<file path="config.mk">
export PLATFORM = sky130hd
export DESIGN_NAME = jk_reg_arbiter
export DESIGN_NICKNAME = d
export VERILOG_FILES = /design/src/rtl/jk_reg_arbiter_pkg.sv /design/src/rtl/jk_rr_pick.sv /design/src/rtl/jk_reg_arbiter.sv
export SDC_FILE = /design/constraint.sdc
export NUM_CORES = 1
export LEC_CHECK = 0
export CORE_MARGIN = 1
export CORE_UTILIZATION = 44
export DETAILED_ROUTE_END_ITERATION = 8
export PLACE_DENSITY = 0.83
export SYNTH_ARGS = -nofsm -noshare
export SYNTH_HDL_FRONTEND = slang
export SYNTH_SLANG_ARGS = --single-unit
</file>
<file path="constraint.sdc">
create_clock -name clk -period 3.8 [get_ports clk]
set_input_delay 0.76 -clock clk [delete_from_list [all_inputs] [get_ports clk]]
set_output_delay 0.76 -clock clk [all_outputs]
set_load 0.05 [all_outputs]
</file>
<file path="src/rtl/jk_reg_arbiter_pkg.sv">
// Shared definitions for the JK register arbiter: JK op codes and FSM states.
package jk_reg_arbiter_pkg;

  localparam logic [1:0] OP_HOLD = 2'b00;
  localparam logic [1:0] OP_CLR  = 2'b01;
  localparam logic [1:0] OP_SET  = 2'b10;
  localparam logic [1:0] OP_TGL  = 2'b11;

  typedef enum logic [1:0] {
    IDLE  = 2'd0,
    GRANT = 2'd1,
    APPLY = 2'd2
  } state_t;

endpackage

</file>
<file path="src/rtl/jk_rr_pick.sv">
// Combinational round-robin search: first asserted req at or above ptr, with wrap.
module jk_rr_pick
  import jk_reg_arbiter_pkg::*;
#(
  parameter int NREQ = 4,
  parameter int IW   = $clog2(NREQ)
) (
  input  logic [NREQ-1:0] req,
  input  logic [IW-1:0]   ptr,
  output logic            valid,
  output logic [IW-1:0]   winner
);

  // Scan ptr, ptr+1, ... modulo NREQ and keep the first hit.
  always_comb begin : search
    int unsigned k;
    logic [IW-1:0] cand;
    valid  = 1'b0;
    winner = '0;
    k      = 0;
    cand   = '0;
    for (int unsigned i = 0; i < NREQ; i++) begin
      k    = (32'(ptr) + i) % 32'(NREQ);
      cand = IW'(k);
      if (!valid && req[cand]) begin
        valid  = 1'b1;
        winner = cand;
      end
    end
  end

endmodule

</file>
<file path="src/rtl/jk_reg_arbiter.sv">
// Round-robin arbiter granting NREQ requesters masked JK updates of a shared
// register bank. Optional per-requester grant counters under macro
// JK_REG_ARBITER_STATS_EN (adds port gnt_cnt).
module jk_reg_arbiter
  import jk_reg_arbiter_pkg::*;
#(
  parameter int NREQ  = 4,
  parameter int WIDTH = 8
) (
  input  logic                    clk,
  input  logic                    rst_n,
  input  logic [NREQ-1:0]         req,
  input  logic [2*NREQ-1:0]       op,
  input  logic [WIDTH*NREQ-1:0]   mask,
  output logic [NREQ-1:0]         gnt,
  output logic                    done,
  output logic [WIDTH-1:0]        q
`ifdef JK_REG_ARBITER_STATS_EN
  ,
  output logic [8*NREQ-1:0]       gnt_cnt
`endif
);

  localparam int IW = $clog2(NREQ);

  state_t           state, state_nxt;
  logic [IW-1:0]    ptr;
  logic [IW-1:0]    idx;
  logic [1:0]       op_l;
  logic [WIDTH-1:0] mask_l;
  logic             pick_valid;
  logic [IW-1:0]    pick_idx;
  logic             load;
  logic [WIDTH-1:0] q_jk;

  jk_rr_pick #(
    .NREQ (NREQ),
    .IW   (IW)
  ) u_pick (
    .req    (req),
    .ptr    (ptr),
    .valid  (pick_valid),
    .winner (pick_idx)
  );

  // FSM state register.
  always_ff @(posedge clk or negedge rst_n) begin
    if (!rst_n) state <= IDLE;
    else        state <= state_nxt;
  end

  // Next state, grant/done pulses and winner-latch enable.
  always_comb begin
    state_nxt = state;
    gnt       = '0;
    done      = 1'b0;
    load      = 1'b0;
    case (state)
      IDLE: begin
        if (pick_valid) begin
          load      = 1'b1;
          state_nxt = GRANT;
        end
      end
      GRANT: begin
        gnt[idx]  = 1'b1;
        state_nxt = APPLY;
      end
      APPLY: begin
        done = 1'b1;
        if (pick_valid) begin
          load      = 1'b1;
          state_nxt = GRANT;
        end else begin
          state_nxt = IDLE;
        end
      end
      default: state_nxt = IDLE;
    endcase
  end

  // Latch winner, its op and mask at selection; advance the round-robin pointer.
  always_ff @(posedge clk or negedge rst_n) begin
    if (!rst_n) begin
      idx    <= '0;
      op_l   <= OP_HOLD;
      mask_l <= '0;
      ptr    <= '0;
    end else if (load) begin
      idx    <= pick_idx;
      op_l   <= op[{pick_idx, 1'b0} +: 2];
      mask_l <= mask[WIDTH*pick_idx +: WIDTH];
      ptr    <= (pick_idx == IW'(NREQ - 1)) ? '0 : pick_idx + 1'b1;
    end
  end

  // JK result for every bit; the mask selects which bits take it.
  always_comb begin
    q_jk = q;
    case (op_l)
      OP_HOLD: q_jk = q;
      OP_CLR:  q_jk = '0;
      OP_SET:  q_jk = '1;
      OP_TGL:  q_jk = ~q;
      default: q_jk = q;
    endcase
  end

  // Register bank update on the closing edge of APPLY.
  always_ff @(posedge clk or negedge rst_n) begin
    if (!rst_n)              q <= '0;
    else if (state == APPLY) q <= (q & ~mask_l) | (q_jk & mask_l);
  end

`ifdef JK_REG_ARBITER_STATS_EN
  // Saturating per-requester grant counters.
  always_ff @(posedge clk or negedge rst_n) begin
    if (!rst_n) begin
      gnt_cnt <= '0;
    end else begin
      for (int unsigned i = 0; i < NREQ; i++) begin
        if (gnt[i] && gnt_cnt[8*i +: 8] != 8'hFF)
          gnt_cnt[8*i +: 8] <= gnt_cnt[8*i +: 8] + 8'd1;
      end
    end
  end
`endif

endmodule
</file>
# Word-level counts from Yosys, hierarchy flattened
# Cells that the tools add are included.
word_totals:
  regBits: 24
  in_bits: 46
  out_inout_bits: 13
  wordCells: 67
op_classes:
  n_addsub: 4
  n_lt_le_gt_ge: 6
  eq_ne: 7
  shift: 2
  mux: 27
  bitwise_logic: 5
  reduce_logical: 10
ops:
  columns: ["cell", "n"]
  rows:
  - ["8-bit one-hot mux with 4 select lines", 1]
  - ["32-bit by 6-bit indexed part select with 8-bit output", 1]
  - ["8-bit bitwise AND", 2]
  - ["8-bit inverter", 2]
  - ["2-bit by 3-bit < comparator with 1-bit output, second input constant", 5]
  - ["1-bit 2-to-1 mux", 13]
  - ["2-bit 2-to-1 mux", 6]
  - ["1-bit binary-select mux with 2-bit select", 4]
  - ["2-bit == test, second input constant", 4]
  - ["8-bit OR", 1]
  - ["8-bit by 4-bit indexed part select with 2-bit output", 1]
  - ["2-bit one-hot mux with 3 select lines", 1]
  - ["2-bit by 1-bit adder with 2-bit output, second input constant", 2]
  - ["2-bit adder, second input constant", 2]
  - ["2-bit by 1-bit == test with 1-bit output, second input constant", 2]
  - ["1-bit logical AND", 4]
  - ["2-bit zero test", 2]
  - ["4-bit 2-to-1 mux", 1]
  - ["1-bit zero test", 3]
  - ["1-bit demux with 2-bit select", 1]
  - ["2-bit by 1-bit >= comparator with 1-bit output, second input constant", 1]
  - ["2-bit inequality test, second input constant", 1]
  - ["2-bit OR reduction", 1]

# Depth between registers and ports, before layout
# Gate-level depths: netlist of run 1.
depth:
  ltp_word: 14
  mapped_depth: 6
  ltp_nobuf: 5

# Modules after synthesis
# Synthesis of run 1 repeated with hierarchy kept, for this count alone.
unflattened:
  cells_unflattened: 103
  hier_area_um2: 1386.3
by_module_without_submodules:
  columns: ["mod", "n_inst", "cells_each", "area_per_inst_um2", "seq_area_each_um2"]
  rows:
  - ["jk_reg_arbiter", 1, 88, 1308.8, 600.6]
  - ["jk_rr_pick", 1, 15, 77.6, 0.0]

# Worst setup path before layout of run 1
# OpenSTA, ideal clock, no wires.
synth_path:
  kind: "flip-flop to output port"
  from: "reg state[0]"
  to: "out gnt[0]"
  arrival_ps: 1752
  required_ps: 3040
  slack_ps: 1288
  path_stages_with_launch: 3
  n_path_buf: 0
  path_cell_list: "dfrtp_1 > nor2b_1 > nor3b_1"
synth_between:
  elab_chain_len: 2
synth_lines:
  columns: ["element", "line_no", "rtl"]
  rows:
  - ["start: declaration", "jk_reg_arbiter.sv:26", "state_t state, state_nxt;"]
  - ["start signal: assignment", "jk_reg_arbiter.sv:49", "else state <= state_nxt;"]
  - ["2-bit by 1-bit == test with 1-bit output", "jk_reg_arbiter.sv:58", "case (state)"]
  - ["4-bit 2-to-1 mux", "jk_reg_arbiter.sv:58", null]
  - ["end: declaration", "jk_reg_arbiter.sv:15", "output logic [NREQ-1:0] gnt,"]
# No other way between the ends.

# Final worst setup path of run 1
layout_path:
  from: "reg state[1]"
  to: "out gnt[0]"
# The elaborated chain is that of the path after synthesis.

==> flow_summary.json, run 1 <==
{
  "clockRootBuffer": "clkbuf_4",
  "drtIter0Drc": 42,
  "stdcell_count": 208,
  "cp-start-kind": "flip-flop",
  "antennaDiodeCount": 0,
  "routed_via_density": 5.71,
  "grt.overflow.total": 0,
  "die_h_um": 55.4,
  "maxSlewHeadroom": 0.275,
  "fp-row-count": 18,
  "start_util": 0.484,
  "grt_pass1_wl_um": 5320,
  "hold_violations": 0,
  "synthArstFlopShare": 1.00,
  "worst_slew_pin_slew_ns": 1.08,
  "ios": 59,
  "clk_pin_slew_worst_paths_ns": 0.13,
  "routed_wl_um": 3190,
  "arrival_ns": 2.10,
  "hold_class": "reg -> reg",
  "power_density_nw_per_um2": 702,
  "wl_per_cell_um": 15.4,
  "die-area_um2": 3070,
  "fillers": 184,
  "synth_top_family_by_area": "compound AO/OA/AOI/OAI gates",
  "clk_latency_ns": 0.32,
  "criticalPathCategory": "reg -> out",
  "cts_tree": "built",
  "preCtsSetupSlack_ns": 1.09,
  "rsz0062_at_grt": "no",
  "final_antenna_net_count": 0,
  "regArea_um2": 601,
  "synth_seq_cells": 24,
  "synthMuxAreaShare": 0.160,
  "crit_chain": "nor2b_1, nor3b_1, clkdlybuf4s50_1",
  "synth-simple-area-share": 0.129,
  "dp.cells": 204,
  "cts_made_buffers": 3,
  "end_kind": "primary output",
  "area_delta_synth_final_pct": 49.1,
  "final.setup.worst_slack_ns": 0.938,
  "synth_fa_ha_area_frac": 0,
  "drive_gt1_frac": 0.0337,
  "fin_nets": 225,
  "dieWidth_um": 55.4,
  "worstPathMaxFanout": 5,
  "synthCells": 122,
  "fin_total_pwr_mw": 1.31,
  "min_period_ns": 2.86,
  "fin_tns_setup_ns": 0,
  "grt_antenna_before_repair": 0,
  "hold_buffers": 0,
  "port_buffers": 58,
  "cpMaxStageDelayCell": "clkdlybuf4s50_1",
  "max_cap_violations": 0,
  "core_area_um2": 2590,
  "ir_drop_v": 0.000535,
  "grt.total_usage": 0.219,
  "finClkSkew_ns": 0.00301,
  "clock.fmax_mhz": 349,
  "post_cts_resize_count": 0,
  "yosys.area_share.xor_xnor": 0,
  "setup_violations": 0,
  "dr.pass1.iters": 4,
  "drv_slew": 0,
  "synth-main-ff-cell": "dfrtp_1",
  "yosysWarnings": 0,
  "grt_pass1_vias": 1228,
  "multiInputGateArea_um2": 607,
  "drc": 0,
  "synth_edf_count": 0,
  "synth.cell_area_um2": 1250,
  "synth_cell_type_count": 25,
  "syn-num-nets": 168,
  "synth-compound-area-share": 0.196,
  "postCtsSetupBuffers": 0,
  "outcome": "finished clean",
  "cpPeakStageDelay_ns": 0.84,
  "place_congestion": 0.751,
  "dp_hpwl_um": 2480,
  "vias": 1188,
  "htree_num_levels": 1,
  "clockBufferDepth": 2,
  "synth_area_per_cell_um2": 10.3,
  "grt_max_degree": 25,
  "worstPathRequired_ns": 3.04,
  "worst-path-buf-inv": 1,
  "finalCritPeriodShare": 0.753,
  "numClockSinks": 24,
  "finish.utilization": 0.722,
  "p_leak_nw": 0.818,
  "ys_seq_area_frac": 0.479,
  "cp_top_family": "buffers and inverters"
}
-- metal layers --
metal  wire length [um]  part of all wire  global-route usage  vias up
met5                  0                 0                   0        -
met4                 44             0.014              0.0893        0
met3                 71             0.022              0.0234        6
met2               1770              0.55               0.406       33
met1               1310              0.41               0.253      582
li1                   -                 -                   -      567
-- worst register-to-register path, delay by kind of cell (launching register included) --
kind,cells,cell delay (ns)
compound gates,3,0.83
flops,1,0.43
mux,1,0.30
simple gates,1,0.16
-- cells in the mapped netlist, types with 2 or more instances --
master     n  area, um2
nor2_1     4       15.0
o221ai_1  10       87.6
dfrtp_1   24        601
a21o_1     2       15.0
nor2b_1    4       25.0
inv_1      2       7.51
buf_6      2       22.5
a31oi_1    8       50.1
a21oi_1   10       50.1
nand2b_1   2       12.5
clkbuf_1   3       11.3
mux2i_1   20        200
nand2_1   19       71.3
-- cells in the final DEF (no fill, tap or decap) --
master	count
and2_0	1
nand2b_1	2
nand3_1	1
nor2b_1	4
clkbuf_8	1
inv_1	2
and3_1	1
nor3b_1	1
clkdlybuf4s50_1	58
o221ai_1	10
a21oi_1	10
o21a_1	1
a31oi_1	8
or2_2	1
a221oi_1	1
a21o_1	2
a211o_2	1
and2_1	1
nand2_1	19
o32ai_1	1
nor2_1	4
dfrtp_1	24
mux2i_1	20
clkbuf_4	3
o211ai_1	1
-- path summary, 6_finish.rpt --
path | from | to | slack, ns | depth (start not counted)
setup / recovery | state[1] | gnt[0] | 0.94 | 3
hold / removal | mask_l[7] | flip-flop | 0.49 | 1
setup reg to reg | ptr[0] | mask_l[2] | 1.97 | 5
hold reg to reg | mask_l[7] | flip-flop | 0.49 | 1
max in group asynchronous | rst_n | mask_l[5] | 2.15 | 1
min in group asynchronous | rst_n | ptr[1] | 1.00 | 1
-- power breakdown --
group,internal (mW),total [mW],switching (mW)
combinational,0.285,0.696,0.411
clock,0.0586,0.139,0.0801
sequential,0.377,0.478,0.101
total,0.720,1.31,0.593
-- cells by family after synthesis --
kind of cell / count (synthesis)
AOI/OAI and AO/OA: 35
buffers and inverters: 8
DFF: 24
and+or+nand+nor: 35
muxes: 20
-- stage by stage --
step / area, um2 / hold slack (ns)
6_report: 1870 / 0.488
5_1_grt: 1870 / 0.505
4_1_cts: 1870 / 0.490
3_5_place_dp: 1830 / 0.473
3_3_place_gp: 1830 / 0.465
2_1_floorplan: 1250 / 0.430
-- area by class of cell --
| type | instances | share of cell area |
|---|---|---|
| clock buffers | 4 | 0.0194 |
| inverters | 2 | 0.00402 |
| multi-input cells | 90 | 0.325 |
| flip-flops and latches | 24 | 0.321 |
| well taps | 30 | 0.0201 |
| repair buffers | 58 | 0.311 |
(Power assumes the default switching activity.)
==> inputs of run 2 (changes only) <==
CORE_UTILIZATION = 40   (was 44)
PLACE_DENSITY = 0.76   (was 0.83)
clock period = 2.8 ns   (was 3.8 ns; I/O delays follow)
==> run 2 against run 1 <==
The run now ends with design-rule violations left. Largest power group unchanged. Critical path type unchanged. Sequential cell count stayed put. First-iteration DRC count decreased by 21%. Non-clock buffer count rose by 1. Clock power is 81% higher. Global-route usage decreased by 2.5 points. Routed wire length fell by 4.2%. Sequential share of layout area fell by 0.42 points. Critical path depth stayed put. Worst hold slack got worse by 0.0012 ns. Via count fell by 3.7%. Sequential power increased by 35%.
==> flow_summary.json, run 2 (same netlist as run 1, synthesis figures left out) <==
{
  "hold_violations": 0,
  "outcome": "finished with violations",
  "drc": 2,
  "routed_via_density": 5.45,
  "cts_tree": "built",
  "grt.total_usage": 0.194,
  "placed_area_um2": 1840,
  "finalInstanceArea_um2": 1890,
  "place_congestion": 0.788,
  "p_leak_nw": 0.829,
  "max_cap_violations": 0,
  "worstPathMaxFanout": 5,
  "reg2reg_slack_ns": 0.94,
  "drive_gt1_frac": 0.0391,
  "worstPathRequired_ns": 2.24,
  "final_common_cell": "clkdlybuf4s50_1",
  "ir_drop_v": 0.000451,
  "fp-row-count": 19,
  "cp-start-kind": "flip-flop",
  "final.setup.worst_slack_ns": 0.200,
  "hold_class": "reg -> reg",
  "finClkSkew_ns": 0.0130,
  "drtIter0Drc": 33,
  "finalCritPeriodShare": 0.929,
  "rsz0062_at_grt": "no",
  "cpMaxStageDelayCell": "clkdlybuf4s50_1",
  "core_area_um2": 2850,
  "vias": 1144,
  "power_density_nw_per_um2": 974,
  "worst_slew_pin_slew_ns": 0.572,
  "cpPeakStageDelay_ns": 0.83,
  "fillers": 235,
  "arrival_ns": 2.04,
  "hold_buffers": 0,
  "grt.overflow.total": 0,
  "dr.pass1.iters": 6,
  "final_antenna_net_count": 0,
  "die-area_um2": 3360,
  "min_path_cells": 1,
  "min_period_ns": 2.60,
  "criticalPathCategory": "reg -> out",
  "multiInputGateArea_um2": 607,
  "fin_nets": 226,
  "start_util": 0.439,
  "finish.utilization": 0.664,
  "regArea_um2": 601,
  "reg2reg_depth": 5,
  "port_buffers": 58,
  "end_kind": "primary output",
  "wl_per_cell_um": 14.6,
  "clockRootBuffer": "clkbuf_4",
  "cts_made_buffers": 3,
  "antennaDiodeCount": 0,
  "setup_violations": 0,
  "clockBufferDepth": 2,
  "post_cts_resize_count": 0,
  "dieWidth_um": 58.0,
  "htree_num_levels": 1,
  "clk_latency_ns": 0.33,
  "fin_tns_setup_ns": 0,
  "area_delta_synth_final_pct": 51.1,
  "clock.fmax_mhz": 385,
  "grt_pass1_wl_um": 4910,
  "violations": "design-rule violations",
  "ios": 59,
  "grt_pass1_vias": 1192,
  "maxSlewHeadroom": 0.619,
  "numClockSinks": 24,
  "die_h_um": 58.0,
  "drv_slew": 0,
  "crit_chain": "nor2b_1, nor3b_1, clkdlybuf4s50_1",
  "grt_max_degree": 25,
  "routed_wl_um": 3060,
  "grt_antenna_before_repair": 0,
  "dp_hpwl_um": 2390,
  "final_cell_mix": "58 x clkdlybuf4s50_1, 24 x dfrtp_1, 20 x mux2i_1",
  "postCtsSetupBuffers": 0,
  "clk_pin_slew_worst_paths_ns": 0.14,
  "preCtsSetupSlack_ns": 0.335
}
-- run 2: cell count changes in the layout (fill, tap and decap cells not counted) --
cell / delta
buf_4: +1
bufinv_16: +1
clkbuf_8: -1
-- run 2: worst max-delay path, delay by kind of cell, from the launching register on --
kind | cells | cell delay (ns)
and+or+nand+nor | 2 | 0.48
DFF | 1 | 0.41
buffers and inverters | 1 | 0.83
-- run 2: path summary, 6_finish.rpt --
kind / startpoint / endpoint
min: flip-flop / flip-flop
min reg2reg: flip-flop / flip-flop
max: state[1] / gnt[0]
max in group asynchronous: rst_n / op_l[0]
min in group asynchronous: rst_n / idx[0]
max reg2reg: ptr[0] / mask_l[6]
-- run 2: layer usage --
metal	vias to the layer above	wire [um]	track usage
met5	-	0	0
met4	0	49	0.0714
met3	5	126	0.0402
met2	28	1600	0.356
met1	544	1280	0.220
li1	567	-	-
-- run 2: final cells by class --
type,count,share of cell area
multi-input combinational,90,0.320
sequential,24,0.317
timing repair buffer,59,0.310
tap,31,0.0205
clock inverter,1,0.0159
clock buffer,3,0.0119
inverter,2,0.00396
-- run 2: power breakdown --
group          switching (mW)  internal, mW
Clock                   0.107         0.145
Combinational           0.559         0.388
Sequential              0.135         0.511
Total                   0.801          1.04
-- run 2: metrics by stage --
stage | std cells | hold slack, ns | power [mW]
after floorplan | 122 | 0.264 | 1.31
after global placement | 206 | 0.462 | 1.58
after detailed placement | 206 | 0.455 | 1.61
after CTS | 210 | 0.489 | 1.85
after global routing | 210 | 0.509 | 1.95
final | 210 | 0.486 | 1.85
